### config.mk
export PLATFORM = sky130hd
export DESIGN_NAME = instr_queue
export DESIGN_NICKNAME = d
export VERILOG_FILES = /design/src/rtl/instr_queue.sv
export SDC_FILE = /design/constraint.sdc
export NUM_CORES = 1
export LEC_CHECK = 0
export ABC_AREA = 1
export CAP_MARGIN = 10
export CORE_MARGIN = 5
export CORE_UTILIZATION = 40
export CTS_CLUSTER_DIAMETER = 50
export CTS_CLUSTER_SIZE = 8
export DETAILED_ROUTE_END_ITERATION = 6
export GPL_TIMING_DRIVEN = 0
export MAX_ROUTING_LAYER = met4
export SLEW_MARGIN = 20
export SYNTH_ARGS = -nofsm -noshare
export SYNTH_HDL_FRONTEND = slang
export SYNTH_SLANG_ARGS = --single-unit
### constraint.sdc
create_clock -name i_clk -period 3 [get_ports i_clk]
set_clock_uncertainty 0.2 [all_clocks]
set_input_delay 0.6 -clock i_clk [delete_from_list [all_inputs] [get_ports i_clk]]
set_output_delay 0.6 -clock i_clk [all_outputs]
set_load 0.02 [all_outputs]
### src/rtl/instr_queue.sv
// Instruction queue between fetch and decode: an in-order FIFO of fetched words
// with PC and fault/progbuf flags. It empties in one cycle on a flush.
module instr_queue #(
  parameter int unsigned RISCV_ARCH = 64,
  parameter int unsigned DEPTH      = 4
) (
  input  logic                  i_clk,
  input  logic                  i_nrst,
  input  logic                  i_flush,
  input  logic                  i_f_valid,
  output logic                  o_f_ready,
  input  logic [RISCV_ARCH-1:0] i_f_pc,
  input  logic [31:0]           i_f_instr,
  input  logic                  i_f_load_fault,
  input  logic                  i_f_page_fault_x,
  input  logic                  i_f_progbuf_ena,
  output logic                  o_d_valid,
  input  logic                  i_d_ready,
  output logic [RISCV_ARCH-1:0] o_d_pc,
  output logic [31:0]           o_d_instr,
  output logic                  o_d_load_fault,
  output logic                  o_d_page_fault_x,
  output logic                  o_d_progbuf_ena,
  output logic                  o_d_compressed
);

  localparam int unsigned PTR_W = $clog2(DEPTH);
  localparam int unsigned CNT_W = PTR_W + 1;

  typedef struct packed {
    logic [RISCV_ARCH-1:0] pc;
    logic [31:0]           instr;
    logic                  load_fault;
    logic                  page_fault_x;
    logic                  progbuf_ena;
  } entry_t;

  entry_t           r_mem [DEPTH];
  logic [PTR_W-1:0] r_wr_ptr;
  logic [PTR_W-1:0] r_rd_ptr;
  logic [CNT_W-1:0] r_count;

  logic   w_push;
  logic   w_pop;
  entry_t w_head;

  // Ready is a function of occupancy only, so a full queue never accepts during a pop.
  assign o_f_ready = (r_count != CNT_W'(DEPTH));
  assign o_d_valid = (r_count != CNT_W'(0));
  assign w_push    = i_f_valid & o_f_ready;
  assign w_pop     = o_d_valid & i_d_ready;

  assign w_head           = r_mem[r_rd_ptr];
  assign o_d_pc           = w_head.pc;
  assign o_d_instr        = w_head.instr;
  assign o_d_load_fault   = w_head.load_fault;
  assign o_d_page_fault_x = w_head.page_fault_x;
  assign o_d_progbuf_ena  = w_head.progbuf_ena;
  assign o_d_compressed   = (w_head.instr[1:0] != 2'b11);

  // Storage: flush leaves contents untouched, it only suppresses the write.
  always_ff @(posedge i_clk or negedge i_nrst) begin
    if (!i_nrst) begin
      for (int unsigned i = 0; i < DEPTH; i++) begin
        r_mem[i].pc           <= '1;
        r_mem[i].instr        <= '1;
        r_mem[i].load_fault   <= 1'b0;
        r_mem[i].page_fault_x <= 1'b0;
        r_mem[i].progbuf_ena  <= 1'b0;
      end
    end else if (w_push && !i_flush) begin
      r_mem[r_wr_ptr].pc           <= i_f_pc;
      r_mem[r_wr_ptr].instr        <= i_f_instr;
      r_mem[r_wr_ptr].load_fault   <= i_f_load_fault;
      r_mem[r_wr_ptr].page_fault_x <= i_f_page_fault_x;
      r_mem[r_wr_ptr].progbuf_ena  <= i_f_progbuf_ena;
    end
  end

  // Pointers wrap naturally because DEPTH is a power of two.
  always_ff @(posedge i_clk or negedge i_nrst) begin
    if (!i_nrst) begin
      r_wr_ptr <= '0;
      r_rd_ptr <= '0;
      r_count  <= '0;
    end else if (i_flush) begin
      r_wr_ptr <= '0;
      r_rd_ptr <= '0;
      r_count  <= '0;
    end else begin
      if (w_push) r_wr_ptr <= r_wr_ptr + PTR_W'(1);
      if (w_pop)  r_rd_ptr <= r_rd_ptr + PTR_W'(1);
      case ({w_push, w_pop})
        2'b10:   r_count <= r_count + CNT_W'(1);
        2'b01:   r_count <= r_count - CNT_W'(1);
        default: r_count <= r_count;
      endcase
    end
  end

endmodule

* Word level (Yosys, flattened, before mapping)
Cells that the tools add are included.
Storage, ports and cells: bits in registers 403, bits of input ports 104, output and inout port bits 102, word-level logic and storage cells 69
Cells by class: $add $sub $neg 4, magnitude comparators 3, equality and inequality tests 4, muxes and demuxes 24, bitwise gates (word level) 4, reduce and logical (&&, ||, !) cells 7
Operators with widths (number):
- bitwise mux 396 bit | 5
- demux 99 bit (select 2 bit) | 5
- two-way mux 99 bit | 3
- binary-select mux 99 bit (select 2 bit) | 1
- two-way mux 35 bit | 1
- two-way mux 2 bit | 5
- greater-or-equal comparator 3 bit (second input constant) | 2
- two-way mux 3 bit | 2
- inverter 2 -> 3 bit | 2
- one-hot mux 3 bit (2 select lines) | 1
- nonzero test 3 bit | 2
- adder 2 x 1 -> 2 bit (second input constant) | 2
- nonzero test 2 bit | 2
- adder 3 x 1 -> 3 bit (second input constant) | 1
- < comparator 3 x 1 -> 1 bit (second input constant) | 1
- inequality test 3 bit (second input constant) | 1
- subtractor 3 x 1 -> 3 bit (second input constant) | 1
- AND 1 bit | 2
- equality test 2 x 1 -> 1 bit (second input constant) | 1
- equality test 2 bit (second input constant) | 1
- logical AND 1 bit | 2
- inequality test 2 bit (second input constant) | 1
- zero test 1 bit | 1
- two-way mux 1 bit | 1

* Longest topological paths before layout
Gate-level depths: netlist of the first run.
word-level depth 10, gate-level depth with buffers 13, mapped depth without buffers 12

* Worst setup path before layout of the first run
No wires, ideal clock.
path type register -> output, start reg r_rd_ptr[0], end out o_d_compressed, arrival 1546 ps, data required time 2200 ps, setup slack 654 ps, cell stages (with the launch flop) 7, path buffers 2, cells stage by stage dfrtp_1 buf_2 clkinv_1 buf_2 o21ai_0 o22ai_1 nand2_1
Between the ends: longest elaborated chain between the ends 5
Ends and longest elaborated chain:
- start, declared | RTL line 40 | logic [PTR_W-1:0] r_rd_ptr;
- start signal, assigned | RTL line 92 | if (w_pop) r_rd_ptr <= r_rd_ptr + PTR_W'(1);
- inverter 2 -> 3 bit (implied by the code) | RTL line 53 | assign w_head = r_mem[r_rd_ptr];
- binary-select mux 99 bit (select 2 bit) | RTL line 53
- two-way mux 99 bit (implied by the code) (2 in series) | RTL line 53
- named net o_d_instr[1] | RTL line 20 | output logic [31:0] o_d_instr,
- inequality test 2 bit | RTL line 59 | assign o_d_compressed = (w_head.instr[1:0] != 2'b11);
- end, declared | RTL line 24 | output logic o_d_compressed
The timed path passes the listed nets, and every way through them passes these cells. The select of a mux whose other input is x is not followed.

* Final worst setup path of the first run
start reg r_rd_ptr[1], end out o_d_compressed
Between the ends: longest elaborated chain between the ends 5
Ends and longest elaborated chain (RTL line):
- inverter 2 -> 3 bit (implied by the code) | 53
- binary-select mux 99 bit (select 2 bit) | 53
- two-way mux 99 bit (implied by the code) (2 in series) | 53
- inequality test 2 bit | 59
Every way passes these cells. The select of a mux whose other input is x is not followed.

==> metrics.yaml, run 1 <==
synth:
  synth_area_leaders: "dfstp_2, o21ai_0, nand2_1, nor2_1, o22ai_1"
  yosysWarnings: 0
  ys_ff_latch: 403
  avgSynthCellArea_um2: 8.92
  synth.distinct_cells: 25
  synth-seq-area-share_pct: 59.4
  synth_top_area_cell: "dfstp_2"
  synth_top_area_share_pct: 56.7
  synth_area_um2: 17800
  synthCells: 1995
  synth_nets: 2104
power:
  netSwitchingPower_w: 0.00904
  ir_worst_vdd_mv: 0.443
  p_sw_share_pct: 35.5
  clockPowerShare_pct: 23.6
  pwr-share-seq_pct: 41.7
  internal_power_w: 0.0164
  power.density_nw_per_um2: 1130
  leakage_nw: 9.68
  combPwrFrac_pct: 34.7
clocking:
  numCtsBuffers: 59
  htree_levels: 2
  clk_latency_ns: 0.60
  cts_buffer_depth: 3
  ctsRootBufferMaster: "clkbuf_16"
  cts_tree: "done"
  clock-sinks: 403
  cts.clk_slew.worst_paths_ns: 0.05
detailed_routing:
  vias_per_cell: 5.38
  drt_iter0_markers: 1448
  totalWireLength_um: 57600
  dr.pass1.iters: 5
  avgRoutedWirePerCell_um: 20.0
  drc: 0
  vias: 15500
  ant_nets: 0
cells_and_area:
  fin_area_um2: 22500
  syn_to_final_growth_pct: 26.4
  antenna_cells: 0
  drive_above_1_share_pct: 31.3
  fin_cells: 2877
  layout.nets: 2378
sta:
  setup_ws_ns: 0.0371
  rsz0062_at_grt: "yes"
  fmax_mhz: 338
  fin_crit_ns: 2.96
  period_share_pct: 98.8
  finalSetupViolCount: 0
  finalHoldViolations: 0
  whs_ns: 0.270
  max-slew-margin-rel_pct: 61.0
  slew_violations: 0
  worst_slew_pin_slew_ns: 0.585
floorplanning:
  die_h_um: 221
  io_pins: 206
  fp-row-count: 77
  core_area_um2: 44100
  dieArea_um2: 48800
  start_util_pct: 40.3
  die_w_um: 221
global_route:
  gr-usage-met3_pct: 3.67
  grt_usage_pct: 23.7
  grt_max_degree: 104
  grt_pass1_vias: 16000
  top_usage_layer: "met2"
  grt_first_pass_wirelength_um: 90600
  grt.overflow.total: 0
  grt_util_met2_pct: 36.8
  antenna_found_initial: 0
  use_met1_pct: 31.9
critical_path:
  crit_type: "register to primary output"
  end_kind: "primary output"
  cp.arrival_ns: 2.16
  crit_fanout: 10
  crit_required_ns: 2.20
  rr_worst_depth: 12
  start_kind: "register"
  crit_path_start: "r_rd_ptr[1]$_DFFE_PN0P_"
  reg2reg_from: "r_count[1]$_DFFE_PN0P_"
placement:
  dp.cells: 2796
  io_buffers: 205
  gp_congestion: 0.840
  dpl.hpwl_um: 37200
  pre_cts_ws_ns: -0.776
  place_area_um2: 20700
job:
  cap_violations: 0
status:
  outcome: "finished clean"
hold_path:
  hold_start: "r_mem[362]$_DFFE_PN1P_"
  whs_path_depth: 2
  hold_class: "register to register"
==> state kept, by name, summed over array words and instances, names as in the netlist <==
| signal | flops |
|---|---|
| r_rd_ptr | 2 |
| r_count | 3 |
| r_mem | 396 |
| r_wr_ptr | 2 |
==> cell families after synthesis <==
kind of cell	Yosys count	share of synthesized area, %
AO/OA/AOI/OAI	698	20.3
adder cells (fa/ha/maj)	5	0.394
XOR/XNOR	2	0.0984
AND/OR/NAND/NOR	629	13.7
buffers and inverters	258	6.19
flip-flops	403	59.4
==> cells in the mapped netlist <==
cell and n:
xor2_1 1, o21ai_1 10, o21ai_0 586, clkbuf_1 77
inv_1 107, nand3_1 4, buf_2 54, dfstp_2 384
dfrtp_1 19, nand2_1 414, nor2_8 1, xnor2_1 1
buf_6 5, clkinv_1 2, buf_1 1, nand2_4 5
o22ai_1 99, fa_1 1, nor2_1 201, a21oi_1 3
nand2_2 1, ha_1 4, nand4_1 3, buf_4 5
clkbuf_2 7
==> metal layers <==
metal | up-vias | part of all wire, %
met3 | 120 | 6.0
met2 | 558 | 46
met5 | - | 0
met4 | 0 | 3.1
met1 | 7654 | 45
li1 | 7155 | -
==> per-stage QoR <==
step                      total power [W]  util, %  TNS [ns]
final                              0.0254     51.0         0
after global routing               0.0270     51.0   -0.0559
after CTS                          0.0256     51.2   -0.0251
after detailed placement           0.0197     46.9    -61.98
after global placement             0.0195     46.7  -4460.91
after floorplan                    0.0156        -         0
==> cells in the final DEF (no fill, tap or decap) <==
cell             count
o21ai_0            574
nand2_1            414
dfstp_2            384
nor2_1             201
buf_2              114
inv_1              107
clkdlybuf4s50_1    104
o22ai_1             71
clkbuf_16           61
clkbuf_1            40
clkbuf_2            32
buf_4               29
o22ai_2             28
o21ai_1             22
dfrtp_1             19
buf_6               18
clkbuf_8             9
clkdlybuf4s15_2      7
clkbuf_4             5
nand2_4              5
buf_16               5
buf_12               4
buf_8                4
nand3_1              4
ha_1                 4
a21oi_1              3
nand4_1              3
clkinv_2             3
clkinvlp_4           2
inv_16               1
inv_4                1
nand2_2              1
nor2_8               1
xnor2_1              1
xor2_1               1
fa_1                 1
bufinv_16            1
dlygate4sd3_1        1
==> power by group through the flow <==
| stage | clock network, W | registers [W] | logic [W] |
|---|---|---|---|
| floorplan | 0 | 0.0103 | 0.00528 |
| global placement | 0 | 0.0106 | 0.00890 |
| detailed placement | 0 | 0.0106 | 0.00908 |
| global route | 0.00635 | 0.0109 | 0.00975 |
| CTS | 0.00612 | 0.0106 | 0.00892 |
| finish | 0.00600 | 0.0106 | 0.00882 |
==> worst max-delay path: stages, from the launching register on <==
cell	delay [ns]
dfrtp_1	0.42
inv_4	0.21
clkbuf_4	0.26
o21ai_1	0.10
o22ai_2	0.21
nand2_1	0.09
clkdlybuf4s15_2	0.26
==> repair_timing <==
item | 4_1_cts | 5_1_grt
endpoints found under the setup margin | 100 | 60
pin swaps | 6 | 5
endpoints found under the hold margin | 40 | 0
hold buffers | 1 | 0
setup buffers | 3 | 0
gates cloned | 1 | 0
resized for setup | 510 | 79
==> worst paths after layout <==
path | endpoint | slack (ns)
max in group asynchronous | r_mem[53]$_DFFE_PN1P_ | 1.07
min reg2reg | r_mem[362]$_DFFE_PN1P_ | 0.27
max reg2reg | r_count[2]$_DFFE_PN0P_ | 0.57
max | o_d_compressed | 0.04
min in group asynchronous | r_count[2]$_DFFE_PN0P_ | 0.30
min | r_mem[362]$_DFFE_PN1P_ | 0.27
==> final cells by class <==
| class | count | area, µm² |
|---|---|---|
| inverter | 109 | 428 |
| fill | 4287 | 21600 |
| clock inverter | 6 | 60.1 |
| tap | 592 | 741 |
| multi-input combinational | 1334 | 6310 |
| buffer | 148 | 980 |
| timing repair buffer | 214 | 1840 |
| sequential | 403 | 10600 |
| clock buffer | 71 | 1570 |
Power figures use the tool's default switching activity.
==> inputs of run 2 (changes only) <==
--- a/config.mk
+++ b/config.mk
@@ -14,6 +14,7 @@
 export DETAILED_ROUTE_END_ITERATION = 6
 export GPL_TIMING_DRIVEN = 0
 export MAX_ROUTING_LAYER = met4
+export SETUP_SLACK_MARGIN = 0.02
 export SLEW_MARGIN = 20
 export SYNTH_ARGS = -nofsm -noshare
 export SYNTH_HDL_FRONTEND = slang
==> run 2 against run 1 <==
Effect of this change:
- power rose by 0.89%
- count of clock-buffer cells in the layout is the same
- global-route usage about the same
- non-clock buffer count rose by 3
- via count is essentially flat
- highest routed layer unchanged
- largest power group unchanged
- maximum frequency is 0.27% higher
==> metrics.yaml, run 2 (synthesis results as in run 1) <==
critical_path:
  r2r_slack_ns: 0.55  # -0.02 ns
  start_kind: "register"
  crit_path_start: "r_rd_ptr[0]$_DFFE_PN0P_"
  crit_path_end: "o_d_instr[4]"
  crit_slowest_cell: "dfrtp_2"
  crit_chain: "buf_12, clkinv_16, buf_16, clkbuf_16, nor2_1, o22ai_2, buf_2"
  crit_type: "register to primary output"
  cp.arrival_ns: 2.16  # about the same
  rr_worst_depth: 12  # unchanged
  crit_fanout: 11  # +1
  crit_required_ns: 2.20  # about the same
  end_kind: "primary output"
  slowest_delay_ns: 0.45  # +0.03 ns
  reg2reg_from: "r_count[1]$_DFFE_PN0P_"
  r2r-end: "r_count[2]$_DFFE_PN0P_"
detailed_routing:
  ant_nets: 0  # unchanged
  vias_per_cell: 5.38  # about the same
  totalWireLength_um: 57900  # +0.48%
  drc: 0  # unchanged
  drt_iter0_markers: 1457  # +0.62%
  vias: 15500  # +0.077%
  dr.pass1.iters: 5  # unchanged
  avgRoutedWirePerCell_um: 20.1  # +0.37%
clocking:
  cts_buffer_depth: 3  # unchanged
  cts_tree: "done"
  clock-sinks: 403  # unchanged
  ctsRootBufferMaster: "clkbuf_16"
  cts.clk_slew.worst_paths_ns: 0.05  # about the same
  numCtsBuffers: 59  # unchanged
  clk_latency_ns: 0.60  # about the same
  htree_levels: 2  # unchanged
sta:
  fin_crit_ns: 2.96  # -0.00790 ns
  whs_ns: 0.270  # -0.000135 ns
  fmax_mhz: 338  # +0.27%
  finalSetupViolCount: 0  # unchanged
  finalHoldViolations: 0  # unchanged
  worst_slew_pin_slew_ns: 0.586  # +0.000523 ns
  period_share_pct: 98.5  # -0.26 points
  rsz0062_at_grt: "yes"
  max-slew-margin-rel_pct: 60.9  # about the same
  slew_violations: 0  # unchanged
power:
  clockPowerShare_pct: 23.4  # -0.2 points
  p_sw_share_pct: 35.5  # about the same
  internal_power_w: 0.0165  # +0.91%
  combPwrFrac_pct: 35.2  # +0.5 points
  leakage_nw: 9.75  # +0.76%
  ir_worst_vdd_mv: 0.456  # +3.0%
  power.density_nw_per_um2: 1130  # about the same
  netSwitchingPower_w: 0.00912  # +0.87%
  pwr-share-seq_pct: 41.4  # -0.3 points
floorplanning:
  io_pins: 206  # unchanged
  start_util_pct: 40.3  # unchanged
  die_h_um: 221  # unchanged
  core_area_um2: 44100  # unchanged
  die_w_um: 221  # unchanged
  fp-row-count: 77  # unchanged
  dieArea_um2: 48800  # unchanged
cells_and_area:
  fin_area_um2: 22700  # +0.80%
  final_common_cell: "o21ai_0"
  syn_to_final_growth_pct: 27.4
  layout.nets: 2381  # +0.13%
  antenna_cells: 0  # unchanged
  final_cell_mix: "o21ai_0, nand2_1, dfstp_2"
  drive_above_1_share_pct: 32.0  # +0.70 points
  largest_reg_flops: 396  # unchanged
  largest_register: "r_mem"
  reg_top3: "r_mem x396, r_count x3"
placement:
  gp_congestion: 0.840  # unchanged
  io_buffers: 205  # unchanged
  place_area_um2: 20700  # unchanged
  dpl.hpwl_um: 37200  # unchanged
job:
  cap_violations: 0  # unchanged
global_route:
  grt.overflow.total: 0  # unchanged
  grt_max_degree: 104  # unchanged
  grt_pass1_vias: 15900  # -0.18%
  grt_first_pass_wirelength_um: 90500  # -0.15%
  grt_usage_pct: 23.6  # -0.034 points
  antenna_found_initial: 0  # unchanged
hold_path:
  hold_class: "register to register"
  hold_start: "r_mem[362]$_DFFE_PN1P_"
status:
  outcome: "finished clean"
## run 2: repair_timing
action / in CTS / in global routing
buffers inserted: 3 / 0
hold buffers: 1 / 0
hold endpoints to repair: 40 / 0
pin swaps: 7 / 7
resized for setup: 535 / 91
gates cloned: 1 / 3
endpoints found under the setup margin: 100 / 51
## run 2: area by class of cell
type                            instances  area, µm²
Timing Repair Buffer                  217       1920
Tap cell                              592        741
Sequential cell                       403      10600
Clock buffer                           71       1570
Inverter                              109        440
Multi-Input combinational cell       1334       6380
Clock inverter                          6       60.1
Buffer                                148        996
Fill cell                            4266      21400
## run 2: worst min path at each step
stage / end / slack [ns] / cells past startpoint
floorplan: r_count[0]$_DFFE_PN0P_ / 0.10 / 0
global route: r_mem[369]$_DFFE_PN1P_ / 0.30 / 2
CTS: r_mem[362]$_DFFE_PN1P_ / 0.27 / 2
detailed placement: r_mem[362]$_DFFE_PN1P_ / 0.26 / 2
finish: r_mem[362]$_DFFE_PN1P_ / 0.27 / 2
global placement: r_mem[354]$_DFFE_PN1P_ / 0.26 / 2
## run 2: routing by layer
| layer | vias up | wire length [µm] | GRT usage (%) |
|---|---|---|---|
| met5 | - | 0 | - |
| met3 | 119 | 3270 | 3.53 |
| met2 | 534 | 27000 | 36.8 |
| met4 | 0 | 1670 | 8.06 |
| met1 | 7690 | 26000 | 31.9 |
| li1 | 7156 | - | - |
## run 2: stage by stage
step / TNS (ns) / power, W / worst slack, ns / cells / util [%]
2_1_floorplan: 0 / 0.0156 / 0.654 / 1995 / -
3_3_place_gp: -4460.91 / 0.0195 / -15.86 / 2792 / 46.7
4_1_cts: -0.0196 / 0.0255 / -0.0196 / 2878 / 51.0
3_5_place_dp: -61.98 / 0.0197 / -0.776 / 2796 / 46.9
6_report: 0 / 0.0257 / 0.0450 / 2880 / 51.4
5_1_grt: 0 / 0.0272 / 0.0151 / 2880 / 51.4
## run 2: power by group through the flow
| stage | registers, W | clock network, W | logic [W] |
|---|---|---|---|
| after floorplan | 0.0103 | 0 | 0.00528 |
| after global placement | 0.0106 | 0 | 0.00890 |
| after detailed placement | 0.0106 | 0 | 0.00908 |
| after CTS | 0.0106 | 0.00612 | 0.00881 |
| after global routing | 0.0109 | 0.00635 | 0.00996 |
| final | 0.0106 | 0.00600 | 0.00904 |
## run 2: worst max-delay path, delay by kind of cell (launching register included)
family	cells	cell delay [ns]
buffers and inverters	5	0.80
DFF	1	0.45
AOI/OAI and AO/OA	1	0.23
and+or+nand+nor	1	0.05
==> inputs of run 3 (changes only) <==
--- a/config.mk
+++ b/config.mk
@@ -9,6 +9,7 @@
 export CAP_MARGIN = 10
 export CORE_MARGIN = 5
 export CORE_UTILIZATION = 40
+export CTS_BUF_LIST = sky130_fd_sc_hd__clkbuf_4
 export CTS_CLUSTER_DIAMETER = 50
 export CTS_CLUSTER_SIZE = 8
 export DETAILED_ROUTE_END_ITERATION = 6
==> run 3 against run 2 <==
Effect of this change:
- the flow now finishes with violations (negative setup slack)
- cell count grew 0.49%
- clock power shrank 49%
- power shrank 1.8%
- count of clock-buffer cells in the layout shrank 1
- register-to-register slack is essentially flat
==> metrics.yaml, run 3 (synthesis results as in run 1) <==
sta:
  rsz0062_at_grt: "yes"
  setup_ws_ns: -0.137  # -0.182 ns
  period_share_pct: 105  # +6.1 points
  whs_ns: 0.0831  # -0.187 ns
  slew_violations: 0  # unchanged
  finalHoldViolations: 0  # unchanged
  fin_crit_ns: 3.14  # +0.182 ns
  worst_slew_pin_slew_ns: 0.573  # -0.0133 ns
  finalSetupViolCount: 100  # +100
  max-slew-margin-rel_pct: 61.8  # +0.88 points
  fmax_mhz: 319  # -5.8%
status:
  outcome: "finished with violations"
  failed_checks: "negative setup slack"
cells_and_area:
  largest_reg_flops: 396  # unchanged
  syn_to_final_growth_pct: 31.5
  final_common_cell: "o21ai_0"
  reg_top3: "r_mem x396, r_count x3"
  drive_above_1_share_pct: 39.5  # +7.5 points
  layout.nets: 2394  # +0.55%
  regArea_um2: 10600  # about the same
  fin_area_um2: 23400  # +3.2%
  largest_register: "r_mem"
  final_cell_mix: "o21ai_0, nand2_1, dfstp_2"
  multiInputGateArea_um2: 7240  # +13%
  fillers: 4185  # -1.9%
global_route:
  grt_usage_pct: 24.3  # +0.65 points
  grt.overflow.total: 0  # unchanged
  grt_first_pass_wirelength_um: 92900  # +2.7%
  grt_max_degree: 104  # unchanged
  antenna_found_initial: 1  # +1
  grt_pass1_vias: 16300  # +2.5%
detailed_routing:
  ant_nets: 0  # unchanged
  dr.pass1.iters: 7  # +2
  drt_iter0_markers: 1358  # -6.8%
  avgRoutedWirePerCell_um: 20.5  # +2.2%
  vias: 15700  # +1.3%
  drc: 0  # unchanged
  vias_per_cell: 5.42  # +0.79%
  totalWireLength_um: 59400  # +2.7%
placement:
  place_area_um2: 20700  # unchanged
  dpl.hpwl_um: 37200  # unchanged
  gp_congestion: 0.840  # unchanged
  io_buffers: 205  # unchanged
clocking:
  cts_buffer_depth: 3  # unchanged
  cts.clk_slew.worst_paths_ns: 0.10  # +0.05 ns
  htree_levels: 2  # unchanged
  ctsRootBufferMaster: "clkbuf_4"
  numCtsBuffers: 59  # unchanged
  cts_tree: "done"
  clk_latency_ns: 0.83  # +0.23 ns
  clock-sinks: 403  # unchanged
critical_path:
  crit_chain: "buf_12, clkinv_16, buf_6, nor2_1, o22ai_2, buf_4, buf_6"
  crit_top_cell: "buf_6"
  start_kind: "register"
  end_kind: "primary output"
  path_delay_family: "buffers and inverters"
  crit_slowest_cell: "dfrtp_1"
  path_buf_inv: 5  # unchanged
  slowest_delay_ns: 0.43  # -0.02 ns
  crit_fanout: 10  # -1
  crit_required_ns: 2.20  # about the same
  cp.arrival_ns: 2.34  # +0.18 ns
  crit_type: "register to primary output"
job:
  cap_violations: 0  # unchanged
hold_path:
  hold_class: "input port to asynchronous set/reset pin"
power:
  ir_worst_vdd_mv: 0.479  # +5.0%
  leakage_nw: 9.80  # +0.44%
  power.density_nw_per_um2: 1080  # -4.9%
floorplanning:
  die_h_um: 221  # unchanged
  start_util_pct: 40.3  # unchanged
  io_pins: 206  # unchanged
  core_area_um2: 44100  # unchanged
  dieArea_um2: 48800  # unchanged
  fp-row-count: 77  # unchanged
  die_w_um: 221  # unchanged
-- run 3: layer usage --
metal  track usage [%]  vias to the layer above  share of wire [%]
met2              38.0                      562                 47
li1                  -                     7219                  -
met4              7.74                        0                2.8
met3              4.41                      119                6.4
met5                 -                        -                  0
met1              32.4                     7797                 44
-- run 3: cell type report --
| type | instances | share of cell area [%] |
|---|---|---|
| sequential | 403 | 45.1 |
| multi-input combinational | 1334 | 30.9 |
| timing repair buffer | 229 | 10.7 |
| buffer | 148 | 5.58 |
| tap | 592 | 3.16 |
| clock buffer | 70 | 2.24 |
| inverter | 109 | 1.88 |
| clock inverter | 7 | 0.273 |
| timing repair inverter | 1 | 0.0695 |
| antenna | 1 | 0.0107 |
-- run 3: report_power, final --
| part | total, W | internal (W) | switching, W |
|---|---|---|---|
| clock | 0.00309 | 0.00116 | 0.00193 |
| combinational | 0.0112 | 0.00497 | 0.00625 |
| sequential | 0.0109 | 0.00941 | 0.00149 |
-- run 3: final timing paths --
kind                                          from                endpoint  slack, ns  cells after the start
min in group i_clk                   i_f_instr[22]  r_mem[124]$_DFFE_PN1P_       0.13                      3
hold reg to reg             r_mem[355]$_DFFE_PN1P_  r_mem[355]$_DFFE_PN1P_       0.28                      2
hold / removal                              i_nrst  r_count[2]$_DFFE_PN0P_       0.08                      2
max in group asynchronous                   i_nrst   r_mem[53]$_DFFE_PN1P_       1.26                      4
setup reg to reg            r_count[0]$_DFFE_PN0P_  r_count[2]$_DFFE_PN0P_       0.54                     12
setup / recovery           r_rd_ptr[0]$_DFFE_PN0P_            o_d_instr[0]      -0.14                      7
-- run 3: worst reg2reg max path: cells and delay by family, from the launching register on --
kind                     cells  cell delay (ns)
adder cells (fa/ha/maj)      1             0.42
AND/OR/NAND/NOR              8             0.99
buffers and inverters        2             0.19
XOR/XNOR                     1             0.17
flip-flops                   1             0.43
-- run 3: timing repair --
item,4_1_cts,5_1_grt
gates resized for setup,1007,147
setup endpoints to repair,102,100
buffers inserted,6,1
pin swaps,76,36
gates cloned,12,1
endpoints found under the hold margin,57,0
hold buffers,1,0
-- run 3: per-stage QoR --
step | utilization [%] | instances | total power, W | setup WS (ns) | TNS, ns
3_3_place_gp | 46.7 | 2792 | 0.0195 | -15.86 | -4460.91
3_5_place_dp | 46.9 | 2796 | 0.0197 | -0.776 | -61.98
5_1_grt | 53.1 | 2894 | 0.0268 | -0.213 | -17.60
6_report | 53.1 | 2894 | 0.0252 | -0.137 | -7.31
4_1_cts | 52.0 | 2892 | 0.0247 | -0.163 | -13.04
2_1_floorplan | - | 1995 | 0.0156 | 0.654 | 0
